--- src/rtl/car_pkg.sv ---
// Shared motion codes, controller state encodings and the obstacle side-check helper
// used by the drive arbiter and its testbench.
package car_pkg;

    localparam logic [2:0] MOT_STOP  = 3'd0;
    localparam logic [2:0] MOT_FWD   = 3'd1;
    localparam logic [2:0] MOT_BACK  = 3'd2;
    localparam logic [2:0] MOT_LEFT  = 3'd3;
    localparam logic [2:0] MOT_RIGHT = 3'd4;

    localparam logic [2:0] ST_IDLE       = 3'd0;
    localparam logic [2:0] ST_DRIVE      = 3'd1;
    localparam logic [2:0] ST_AVOID_STOP = 3'd2;
    localparam logic [2:0] ST_AVOID_TURN = 3'd3;
    localparam logic [2:0] ST_AVOID_REV  = 3'd4;
    localparam logic [2:0] ST_BLOCKED    = 3'd5;

    typedef struct packed {
        logic f;
        logic l;
        logic r;
        logic b;
    } obs_t;

    // True when the side that the given motion moves towards is obstructed.
    function automatic logic side_blocked(input logic [2:0] mot, input obs_t flags);
        logic blk;
        blk = 1'b0;
        case (mot)
            MOT_FWD:   blk = flags.f;
            MOT_BACK:  blk = flags.b;
            MOT_LEFT:  blk = flags.l;
            MOT_RIGHT: blk = flags.r;
            default:   blk = 1'b0;
        endcase
        return blk;
    endfunction

endpackage

--- src/rtl/obs_debounce.sv ---
// Single-flag debouncer: the output follows the input only after DEB_CYC
// consecutive samples that differ from the current output.
module obs_debounce #(
    parameter int DEB_CYC = 4
) (
    input  logic clk,
    input  logic rst,
    input  logic din,
    output logic dout
);

    logic [7:0] cnt;

    always_ff @(posedge clk) begin
        if (rst) begin
            dout <= 1'b0;
            cnt  <= 8'd0;
        end else if (din == dout) begin
            cnt <= 8'd0;
        end else if (cnt == 8'(DEB_CYC - 1)) begin
            dout <= din;
            cnt  <= 8'd0;
        end else begin
            cnt <= cnt + 8'd1;
        end
    end

endmodule

--- src/rtl/drive_arbiter.sv ---
// Motion arbiter: passes operator drive commands to the motor stage and runs
// stop/turn/reverse avoidance when the forward path becomes obstructed.
//
// state      | meaning
// IDLE       | motion STOP, waiting for an operator command
// DRIVE      | executing the accepted operator motion
// AVOID_STOP | STOP hold before choosing an escape manoeuvre
// AVOID_TURN | timed LEFT or RIGHT escape turn
// AVOID_REV  | timed BACK escape reverse
// BLOCKED    | retries exhausted, STOP until the front clears
module drive_arbiter
    import car_pkg::*;
#(
    parameter int DEB_CYC   = 4,
    parameter int STOP_CYC  = 8,
    parameter int TURN_CYC  = 16,
    parameter int REV_CYC   = 12,
    parameter int MAX_RETRY = 3,
    parameter int TW        = 8
) (
    input  logic       clk,
    input  logic       rst,
    input  logic       en,
    input  logic       obs_f,
    input  logic       obs_l,
    input  logic       obs_r,
    input  logic       obs_b,
    input  logic       cmd_valid,
    input  logic [2:0] cmd,
    output logic       cmd_ready,
    output logic [2:0] motion,
    output logic [2:0] state,
    output logic       avoid_active,
    output logic [1:0] retry_cnt
);

    localparam logic [TW-1:0] STOP_LD   = TW'(STOP_CYC - 1);
    localparam logic [TW-1:0] TURN_LD   = TW'(TURN_CYC - 1);
    localparam logic [TW-1:0] REV_LD    = TW'(REV_CYC - 1);
    localparam logic [1:0]    RETRY_MAX = 2'(MAX_RETRY);

    obs_t           flags;
    logic [TW-1:0]  timer;
    logic [2:0]     state_n;
    logic [2:0]     motion_n;
    logic [TW-1:0]  timer_n;
    logic [1:0]     retry_n;
    logic [1:0]     retry_inc;
    logic           bump;
    logic           accept;
    logic           cmd_is_motion;
    logic           tmr_zero;

    obs_debounce #(.DEB_CYC(DEB_CYC)) u_deb_f (.clk(clk), .rst(rst), .din(obs_f), .dout(flags.f));
    obs_debounce #(.DEB_CYC(DEB_CYC)) u_deb_l (.clk(clk), .rst(rst), .din(obs_l), .dout(flags.l));
    obs_debounce #(.DEB_CYC(DEB_CYC)) u_deb_r (.clk(clk), .rst(rst), .din(obs_r), .dout(flags.r));
    obs_debounce #(.DEB_CYC(DEB_CYC)) u_deb_b (.clk(clk), .rst(rst), .din(obs_b), .dout(flags.b));

    assign cmd_ready     = en & ~rst & ((state == ST_IDLE) | (state == ST_DRIVE));
    assign avoid_active  = (state == ST_AVOID_STOP) | (state == ST_AVOID_TURN) |
                           (state == ST_AVOID_REV)  | (state == ST_BLOCKED);
    assign accept        = cmd_valid & cmd_ready;
    assign cmd_is_motion = (cmd != MOT_STOP) && (cmd <= MOT_RIGHT);
    assign tmr_zero      = (timer == '0);
    assign retry_inc     = (retry_cnt == RETRY_MAX) ? retry_cnt : retry_cnt + 2'd1;

    always_comb begin
        state_n  = state;
        motion_n = motion;
        timer_n  = timer;
        retry_n  = retry_cnt;
        bump     = 1'b0;

        case (state)
            ST_IDLE: begin
                motion_n = MOT_STOP;
                if (accept && cmd_is_motion && !side_blocked(cmd, flags)) begin
                    state_n  = ST_DRIVE;
                    motion_n = cmd;
                end
            end
            ST_DRIVE: begin
                // An obstacle on the active side takes precedence over any command.
                if (side_blocked(motion, flags)) begin
                    motion_n = MOT_STOP;
                    if (motion == MOT_FWD) begin
                        state_n = ST_AVOID_STOP;
                        timer_n = STOP_LD;
                        retry_n = 2'd0;
                    end else begin
                        state_n = ST_IDLE;
                    end
                end else if (accept) begin
                    if (cmd == MOT_STOP) begin
                        state_n  = ST_IDLE;
                        motion_n = MOT_STOP;
                    end else if (cmd_is_motion) begin
                        if (side_blocked(cmd, flags)) begin
                            state_n  = ST_IDLE;
                            motion_n = MOT_STOP;
                        end else begin
                            motion_n = cmd;
                        end
                    end
                end
            end
            ST_AVOID_STOP: begin
                motion_n = MOT_STOP;
                if (tmr_zero) begin
                    if (!flags.l) begin
                        state_n  = ST_AVOID_TURN;
                        motion_n = MOT_LEFT;
                        timer_n  = TURN_LD;
                    end else if (!flags.r) begin
                        state_n  = ST_AVOID_TURN;
                        motion_n = MOT_RIGHT;
                        timer_n  = TURN_LD;
                    end else if (!flags.b) begin
                        state_n  = ST_AVOID_REV;
                        motion_n = MOT_BACK;
                        timer_n  = REV_LD;
                    end else begin
                        state_n = ST_BLOCKED;
                    end
                end else begin
                    timer_n = timer - 1'b1;
                end
            end
            ST_AVOID_TURN: begin
                if (side_blocked(motion, flags)) begin
                    bump = 1'b1;
                end else if (tmr_zero) begin
                    if (!flags.f) begin
                        state_n  = ST_DRIVE;
                        motion_n = MOT_FWD;
                        retry_n  = 2'd0;
                    end else begin
                        bump = 1'b1;
                    end
                end else begin
                    timer_n = timer - 1'b1;
                end
            end
            ST_AVOID_REV: begin
                if (flags.b || tmr_zero) begin
                    bump = 1'b1;
                end else begin
                    timer_n = timer - 1'b1;
                end
            end
            ST_BLOCKED: begin
                motion_n = MOT_STOP;
                if (!flags.f) begin
                    state_n = ST_IDLE;
                    retry_n = 2'd0;
                end
            end
            default: begin
                state_n  = ST_IDLE;
                motion_n = MOT_STOP;
                timer_n  = '0;
                retry_n  = 2'd0;
            end
        endcase

        // A failed attempt returns to the STOP hold unless the retry budget is spent.
        if (bump) begin
            retry_n  = retry_inc;
            motion_n = MOT_STOP;
            timer_n  = STOP_LD;
            state_n  = (retry_inc == RETRY_MAX) ? ST_BLOCKED : ST_AVOID_STOP;
        end

        if (!en) begin
            state_n  = ST_IDLE;
            motion_n = MOT_STOP;
            timer_n  = '0;
            retry_n  = 2'd0;
        end
    end

    always_ff @(posedge clk) begin
        if (rst) begin
            state     <= ST_IDLE;
            motion    <= MOT_STOP;
            timer     <= '0;
            retry_cnt <= 2'd0;
        end else begin
            state     <= state_n;
            motion    <= motion_n;
            timer     <= timer_n;
            retry_cnt <= retry_n;
        end
    end

endmodule

--- config.mk ---
export PLATFORM = sky130hd
export DESIGN_NAME = drive_arbiter
export DESIGN_NICKNAME = d
export VERILOG_FILES = /design/src/rtl/car_pkg.sv /design/src/rtl/obs_debounce.sv /design/src/rtl/drive_arbiter.sv
export SDC_FILE = /design/constraint.sdc
export NUM_CORES = 1
export LEC_CHECK = 0
export CORE_MARGIN = 2
export CORE_UTILIZATION = 68
export CTS_CLUSTER_SIZE = 8
export DETAILED_ROUTE_END_ITERATION = 16
export DONT_BUFFER_PORTS = 1
export PLACE_DENSITY_LB_ADDON = 0.1
export SYNTH_ARGS = -nofsm -noshare
export SYNTH_HDL_FRONTEND = slang
export SYNTH_HIERARCHICAL = 1
export SYNTH_SLANG_ARGS = --single-unit
--- constraint.sdc ---
create_clock -name clk -period 6.5 [get_ports clk]
set_input_delay 1.3 -clock clk [delete_from_list [all_inputs] [get_ports clk]]
set_output_delay 1.3 -clock clk [all_outputs]
set_load 0.02 [all_outputs]
* Word-level counts from Yosys, hierarchy flattened *
Cells that the tools add are included.
Widths: inputs -> output; s select.

cells by class
  add/subtract/negate cells = 6
  magnitude comparators = 1
  eq/ne operators = 50
  muxes and demuxes = 63
  bitwise operators = 15
  reduce and logical (&&, ||, !) cells = 26

operators with widths
  cell                 number
  $mux 3               25
  $mux 8               9
  $pmux 8 s5           1
  $add 8x1->8 const B  4
  $eq 8x2->1 const B   4
  $ne 3x3->1 const B   7
  $eq 3x2->1 const B   6
  $mux 2               9
  $pmux 3 s6           1
  $reduce_or 3->1      6
  $pmux 3 s5           1
  $reduce_and 7->1     2
  $mux 1               13
  $eq 3x3->1 const B   4
  $ne 2x2->1 const B   6
  $ne 3x2->1 const B   4
  $reduce_and 10->1    1
  $eq 3x1->1 const B   3
  $logic_not 8->1      1
  $ne 2x1->1 const B   4
  $not 1->1            8
  $pmux 1 s4           2
  $pmux 2 s4           1
  $reduce_and 2->1     4
  22 further kinds     35

word-level totals
  register bits after elaboration = 52
  input bits = 11
  output and inout bits = 10
  logic and storage cells = 174

* Longest topological paths before layout *
Gate-level depths: netlist of the first run.

  word-level depth = 14
  mapped depth = 9

* Hierarchy *
Netlist of the first run, hierarchy kept.

by module, submodules not included
  module                      times used  cells an instance  area an instance (um2)  seq. area each (um2)
  drive_arbiter               1           173                1355.0                  320.3
  obs_debounce (u_deb_b ...)  3           45                 387.9                   180.2
  obs_debounce (u_deb_l)      1           45                 444.2                   180.2

* Worst setup path after synthesis of the first run *
OpenSTA, ideal clock, no wires.

  kind = input to output
  start point = input port rst
  end point = output port cmd_ready
  data arrival time = 2048 ps
  required time = 5200 ps
  path slack = 3152 ps
  stages = 3
  buffers on the path = 1
  cell sequence = nand2b_1 > clkbuf_1 > nor3_1

on the way
  word-level cells in the longest chain between the ends = 3

ends and longest elaborated chain
  element                    line                 RTL
  start, declared            drive_arbiter.sv:22  input logic rst,
  $not 1->1                  drive_arbiter.sv:59  assign cmd_ready = en & ~rst & ((state == ST_IDLE) | (state == ST_DRIVE));
  $and 1x1->1 (2 in series)  drive_arbiter.sv:59
  end, declared              drive_arbiter.sv:30  output logic cmd_ready,

Every way passes these cells.

* Worst setup path after layout of the first run *
Ends and elaborated chain as after synthesis.

==> impl_metrics.json, run 1 <==
{
  "clkLatencyLatePin_ps": 300,
  "cts_tree": "yes",
  "ir_drop_v": 0.000194,
  "antenna_found_initial": 0,
  "synthesis.area_mm2": 0.00296,
  "yosysTopAreaCell": "dfxtp_1",
  "path_clk_slew_ps": 90,
  "io_buffers": 0,
  "place.gp.congestion": 0.880,
  "place_area_mm2": 0.00295,
  "finClkSkew_ps": 11.2,
  "vias": 2548,
  "hpwl_mm": 4.43,
  "grt_pass1_vias": 2286,
  "drcViolationCount": 0,
  "power.density_mw_per_mm2": 190,
  "synthFlopType": "dfxtp_1",
  "num-fill-cells": 343,
  "critPathCaptureType": "primary output",
  "pre_cts_ws_ps": 3050,
  "finalHoldWorstSlack_ps": 477,
  "synth.yosys.seq_area_share_pct": 35.1,
  "setup_tns_ps": 0,
  "synthCells": 353,
  "instances_no_fill": 400,
  "diodes": 0,
  "critPathLaunchType": "primary input",
  "yosys_warnings": 6,
  "root_buffer": "clkbuf_8",
  "worst-path-stages": 2,
  "hold_depth": 1,
  "wire_per_inst_um": 15.1,
  "min_period_over_period_pct": 53.0,
  "crit_buf_inv": 0,
  "max_freq_mhz": 290,
  "grt-ovfl-total": 0,
  "synth.distinct_cells": 62,
  "hp-class": "flop to flop",
  "status": "complete, no violations",
  "crit_fanout": 10,
  "io_pins": 21,
  "post_cts_buffers": 0,
  "setup_viol": 0,
  "setup_ws_ps": 3060,
  "post-route-util_pct": 71.4,
  "first_pass_iters": 5,
  "clockBufferDepth": 2,
  "finalInstanceArea_mm2": 0.00305,
  "arrival_ps": 2140,
  "grt_max_degree": 22,
  "cp.required_ps": 5200,
  "slowest_stage": "nor3_1",
  "viasPerCell": 6.37,
  "finalPower_mw": 0.579,
  "synth_common_cells": "dfxtp_1 (52), nor2_1 (30), a21oi_1 (28)",
  "ctsResizeCount": 0,
  "slew_headroom_pct": 48.4,
  "rsz0062_at_grt": "false",
  "ys_async_sr_fraction_pct": 0,
  "synth_most_common_cell": "dfxtp_1",
  "grtUsageTotal_pct": 25.3,
  "core_area_mm2": 0.00426,
  "numCtsBuffers": 5,
  "dieHeight_um": 70.0,
  "totalWireLength_mm": 6.05,
  "floorplan.die_area_mm2": 0.00490,
  "cts.sinks": 52,
  "crit_path_max_incr_delay_ps": 550,
  "start_util_pct": 69.5,
  "synth_edf_count": 0,
  "crit_family": "simple AND/OR/NAND/NOR gates",
  "synth_top_area_share_pct": 35.1,
  "cts_hold_buf": 0,
  "synth-seq-cells": 52,
  "area_growth_pct": 2.83,
  "worstPathCellList": "nand2b_1 -> nor3_1",
  "slew_violations": 0,
  "die_w_um": 70.0,
  "leakagePower_nw": 1.08,
  "layout.nets": 365,
  "worst-setup-path-type": "primary input to primary output",
  "drive_gt1_share_pct": 8.62,
  "synth.avg_cell_area_um2": 8.39,
  "cts.htree.levels": 2,
  "maxCapViolations": 0,
  "rows": 24,
  "ant_nets": 0,
  "first_iter_violations": 278,
  "max_slew.worst_pin.slew_ps": 774,
  "place.detailed.instances": 392,
  "worstRegToRegCells": 6,
  "grt_pass1_wl_mm": 10.3,
  "post-route-min-period_ps": 3440,
  "hold_viol": 0,
  "syn_nets": 371,
  "synth.area.top_cells": "dfxtp_1 (35%), a21oi_1 (4.7%), o21ai_0 (3.9%), nor2_1 (3.8%), or3_1 (3.8%)"
}
worst paths after layout:
kind                              from                   endpoint  slack (ps)
min          u_deb_l/cnt[0]$_SDFF_PP0_  u_deb_l/cnt[0]$_SDFF_PP0_         480
min reg2reg  u_deb_l/cnt[0]$_SDFF_PP0_  u_deb_l/cnt[0]$_SDFF_PP0_         480
max                                rst                  cmd_ready        3060
max reg2reg     motion[0]$_SDFFE_PP0P_      timer[4]$_SDFFE_PP0P_        3710
cell usage in the layout (no fill, tap or decap), types with 3 or more instances in the layout:
| master | synthesis | routed |
|---|---|---|
| a21oi_1 | 28 | 28 |
| nand2b_1 | 5 | 5 |
| o211ai_1 | 4 | 4 |
| ha_1 | 7 | 7 |
| o21ai_0 | 23 | 23 |
| clkbuf_8 | 0 | 6 |
| nor2b_1 | 3 | 3 |
| or3b_2 | 5 | 5 |
| o32ai_1 | 3 | 3 |
| xor2_1 | 12 | 12 |
| nor3_1 | 10 | 10 |
| xnor2_1 | 9 | 9 |
| dfxtp_1 | 52 | 52 |
| nand3_1 | 19 | 19 |
| inv_1 | 21 | 21 |
| o2111ai_1 | 3 | 3 |
| and2_1 | 5 | 5 |
| a31oi_1 | 3 | 3 |
| a211oi_1 | 3 | 3 |
| nor2_1 | 30 | 30 |
| or4_4 | 4 | 4 |
| nand2_1 | 20 | 20 |
| or3_1 | 18 | 18 |
| nand4_1 | 6 | 6 |
| o31ai_1 | 4 | 4 |
| mux2i_1 | 3 | 3 |
layout make-up:
type	count	area, µm²	area share [%]
clock buffers	6	82.6	2.71
inverters	21	78.8	2.59
clock inverters	2	10.0	0.329
flip-flops and latches	52	1040	34.2
multi-input cells	267	1770	58.1
well taps	52	65.1	2.14
where the power goes:
part           switching, mW  total (mW)  internal, mW
Clock                  0.101       0.187        0.0852
Combinational         0.0353      0.0595        0.0241
Sequential           0.00952       0.333         0.324
Total                  0.146       0.579         0.433
layer usage:
layer	global-route usage (%)	up-vias	part of all wire (%)
met4	9.62	0	2.1
met3	5.34	12	4.6
met2	41.1	65	47
met1	33.0	1187	46
li1	-	1284	-
met5	0	-	0
state kept, by name (all words and copies together) (netlist names):
register      count
u_deb_r/dout      1
u_deb_b/dout      1
u_deb_l/cnt       8
state             3
u_deb_f/cnt       8
u_deb_b/cnt       8
motion            3
retry_cnt         2
u_deb_f/dout      1
u_deb_l/dout      1
timer             8
u_deb_r/cnt       8
cells by family (layout without fill, tap and decap cells):
kind of cell / count (synthesis) / after routing / synth area share (%)
AOI/OAI and AO/OA: 94 / 94 / 21.9
muxes: 4 / 4 / 1.39
xor gates and xnor gates: 21 / 21 / 6.21
DFF: 52 / 52 / 35.1
adders and majority gates: 7 / 7 / 2.96
buffers and inverters: 34 / 29 / 5.15
and+or+nand+nor: 141 / 141 / 27.2
Note: power is estimated with default switching activity, not from simulation.
==> run 2: changes to the inputs <==
CORE_UTILIZATION = 57   (was 68)
clock period = 2.8 ns   (was 6.5 ns; I/O delays follow)
==> impl_metrics.json, run 2 (synthesized netlist as in run 1, its figures left out) <==
{
  "place_area_mm2": 0.00306,
  "post_cts_buffers": 0,
  "r2r_slack_ps": 250,
  "hpwl_mm": 4.56,
  "finalHoldWorstSlack_ps": 304,
  "numCtsBuffers": 5,
  "io_pins": 21,
  "cp.required_ps": 3040,
  "worstRegToRegCells": 6,
  "start_util_pct": 58.4,
  "rr_startpoint": "motion[0]$_SDFFE_PP0P_",
  "status": "complete, no violations",
  "leakagePower_nw": 1.12,
  "rsz0062_at_grt": "false",
  "worstPathCellList": "mux2_2 -> a311o_4 -> a221oi_4 -> nor2b_2 -> or4b_1 -> a21oi_1",
  "viasPerCell": 5.99,
  "first_pass_iters": 4,
  "maxCapViolations": 0,
  "io_buffers": 0,
  "first_iter_violations": 158,
  "finClkSkew_ps": 10.6,
  "min_period_over_period_pct": 91.2,
  "arrival_ps": 2800,
  "finalInstanceArea_mm2": 0.00315,
  "grt_pass1_vias": 2277,
  "post-route-min-period_ps": 2550,
  "reg2reg_to": "state[1]$_SDFFE_PP0P_",
  "core_area_mm2": 0.00507,
  "ant_nets": 0,
  "layout.nets": 376,
  "slew_violations": 0,
  "cp-startpoint": "motion[0]$_SDFFE_PP0P_",
  "crit_buf_inv": 0,
  "antenna_found_initial": 0,
  "clockBufferDepth": 2,
  "totalWireLength_mm": 6.11,
  "die_w_um": 76.1,
  "max_freq_mhz": 392,
  "crit_fanout": 10,
  "hold_path_end": "u_deb_b/dout$_SDFFE_PP0P_",
  "grt_pass1_wl_mm": 10.2,
  "critPathCaptureType": "flop",
  "drcViolationCount": 0,
  "power.density_mw_per_mm2": 430,
  "min-delay-start": "rst",
  "area_growth_pct": 6.46,
  "grt_max_degree": 19,
  "rows": 26,
  "cts.sinks": 52,
  "place.gp.congestion": 0.848,
  "worst-path-stages": 6,
  "finalPower_mw": 1.36,
  "hp-class": "primary input to flop",
  "clkLatencyLatePin_ps": 310,
  "wire_per_inst_um": 14.2,
  "grtUsageTotal_pct": 21.1,
  "grt-ovfl-total": 0,
  "slew_headroom_pct": 59.0,
  "critPathLaunchType": "flop",
  "layout_commonest_cell": "dfxtp_1",
  "path_clk_slew_ps": 100,
  "vias": 2568,
  "diodes": 0,
  "worst-setup-path-type": "flop to flop",
  "floorplan.die_area_mm2": 0.00579,
  "crit_path_max_incr_delay_ps": 540,
  "setup_viol": 0,
  "setup_tns_ps": 0,
  "root_buffer": "clkbuf_8",
  "ir_drop_v": 0.000274,
  "cts_tree": "yes",
  "hold_depth": 1,
  "max_slew.worst_pin.slew_ps": 611,
  "crit_family": "compound AO/OA/AOI/OAI gates",
  "dieHeight_um": 76.1,
  "drive_gt1_share_pct": 11.4,
  "hold_viol": 0,
  "cts.htree.levels": 2,
  "ctsResizeCount": 0,
  "final_cell_mix": "dfxtp_1 (52), nor2_1 (30), a21oi_1 (28)",
  "slowest_stage": "a221oi_4",
  "cts_hold_buf": 0
}
==> run 2: cell count changes in the layout (fill, tap and decap cells not counted) <==
cell and change:
buf_4 +11, clkbuf_8 -1, clkinv_2 -2, clkinvlp_4 +2, inv_8 +1
==> run 2: cell type report <==
cell class / instances / area, µm²
Sequential cell: 52 / 1040
Fill cell: 477 / 1920
Clock inverter: 3 / 26.3
Inverter: 21 / 78.8
Multi-Input combinational cell: 267 / 1770
Clock buffer: 5 / 68.8
Tap cell: 70 / 87.6
Timing Repair Buffer: 11 / 82.6
==> run 2: stage by stage <==
stage	util [%]	cells	setup slack [ps]
after floorplan	-	353	360
after global placement	60.3	421	370
after detailed placement	60.3	421	296
after CTS	62.2	429	268
after global routing	62.2	429	70.4
final	62.2	429	247
==> run 2: how the worst max path moves through the flow <==
stage | to | slack, ps
after floorplan | state[1]$_SDFFE_PP0P_ | 360
after global placement | state[1]$_SDFFE_PP0P_ | 370
after detailed placement | state[1]$_SDFFE_PP0P_ | 300
after CTS | state[1]$_SDFFE_PP0P_ | 270
after global routing | timer[4]$_SDFFE_PP0P_ | 70
final | state[1]$_SDFFE_PP0P_ | 250
==> run 2: worst reg2reg max path, delay by kind of cell, from the launching register on <==
family	cells	cell delay [ps]
AO/OA/AOI/OAI	3	1120
AND/OR/NAND/NOR	2	590
flip-flops	1	420
multiplexers	1	370
==> run 2: power breakdown <==
part | switching, mW | internal (mW) | total, mW
sequential | 0.0159 | 0.751 | 0.767
clock | 0.260 | 0.182 | 0.442
combinational | 0.0869 | 0.0609 | 0.148
==> run 2: per-layer routing <==
layer,part of all wire [%],global-route usage (%),vias to the layer above,wire length [µm]
li1,-,-,1309,-
met1,48,28.1,1201,2940
met2,45,33.4,51,2730
met3,6.0,5.92,7,366
met4,1.2,6.91,0,73
met5,0,0,-,0
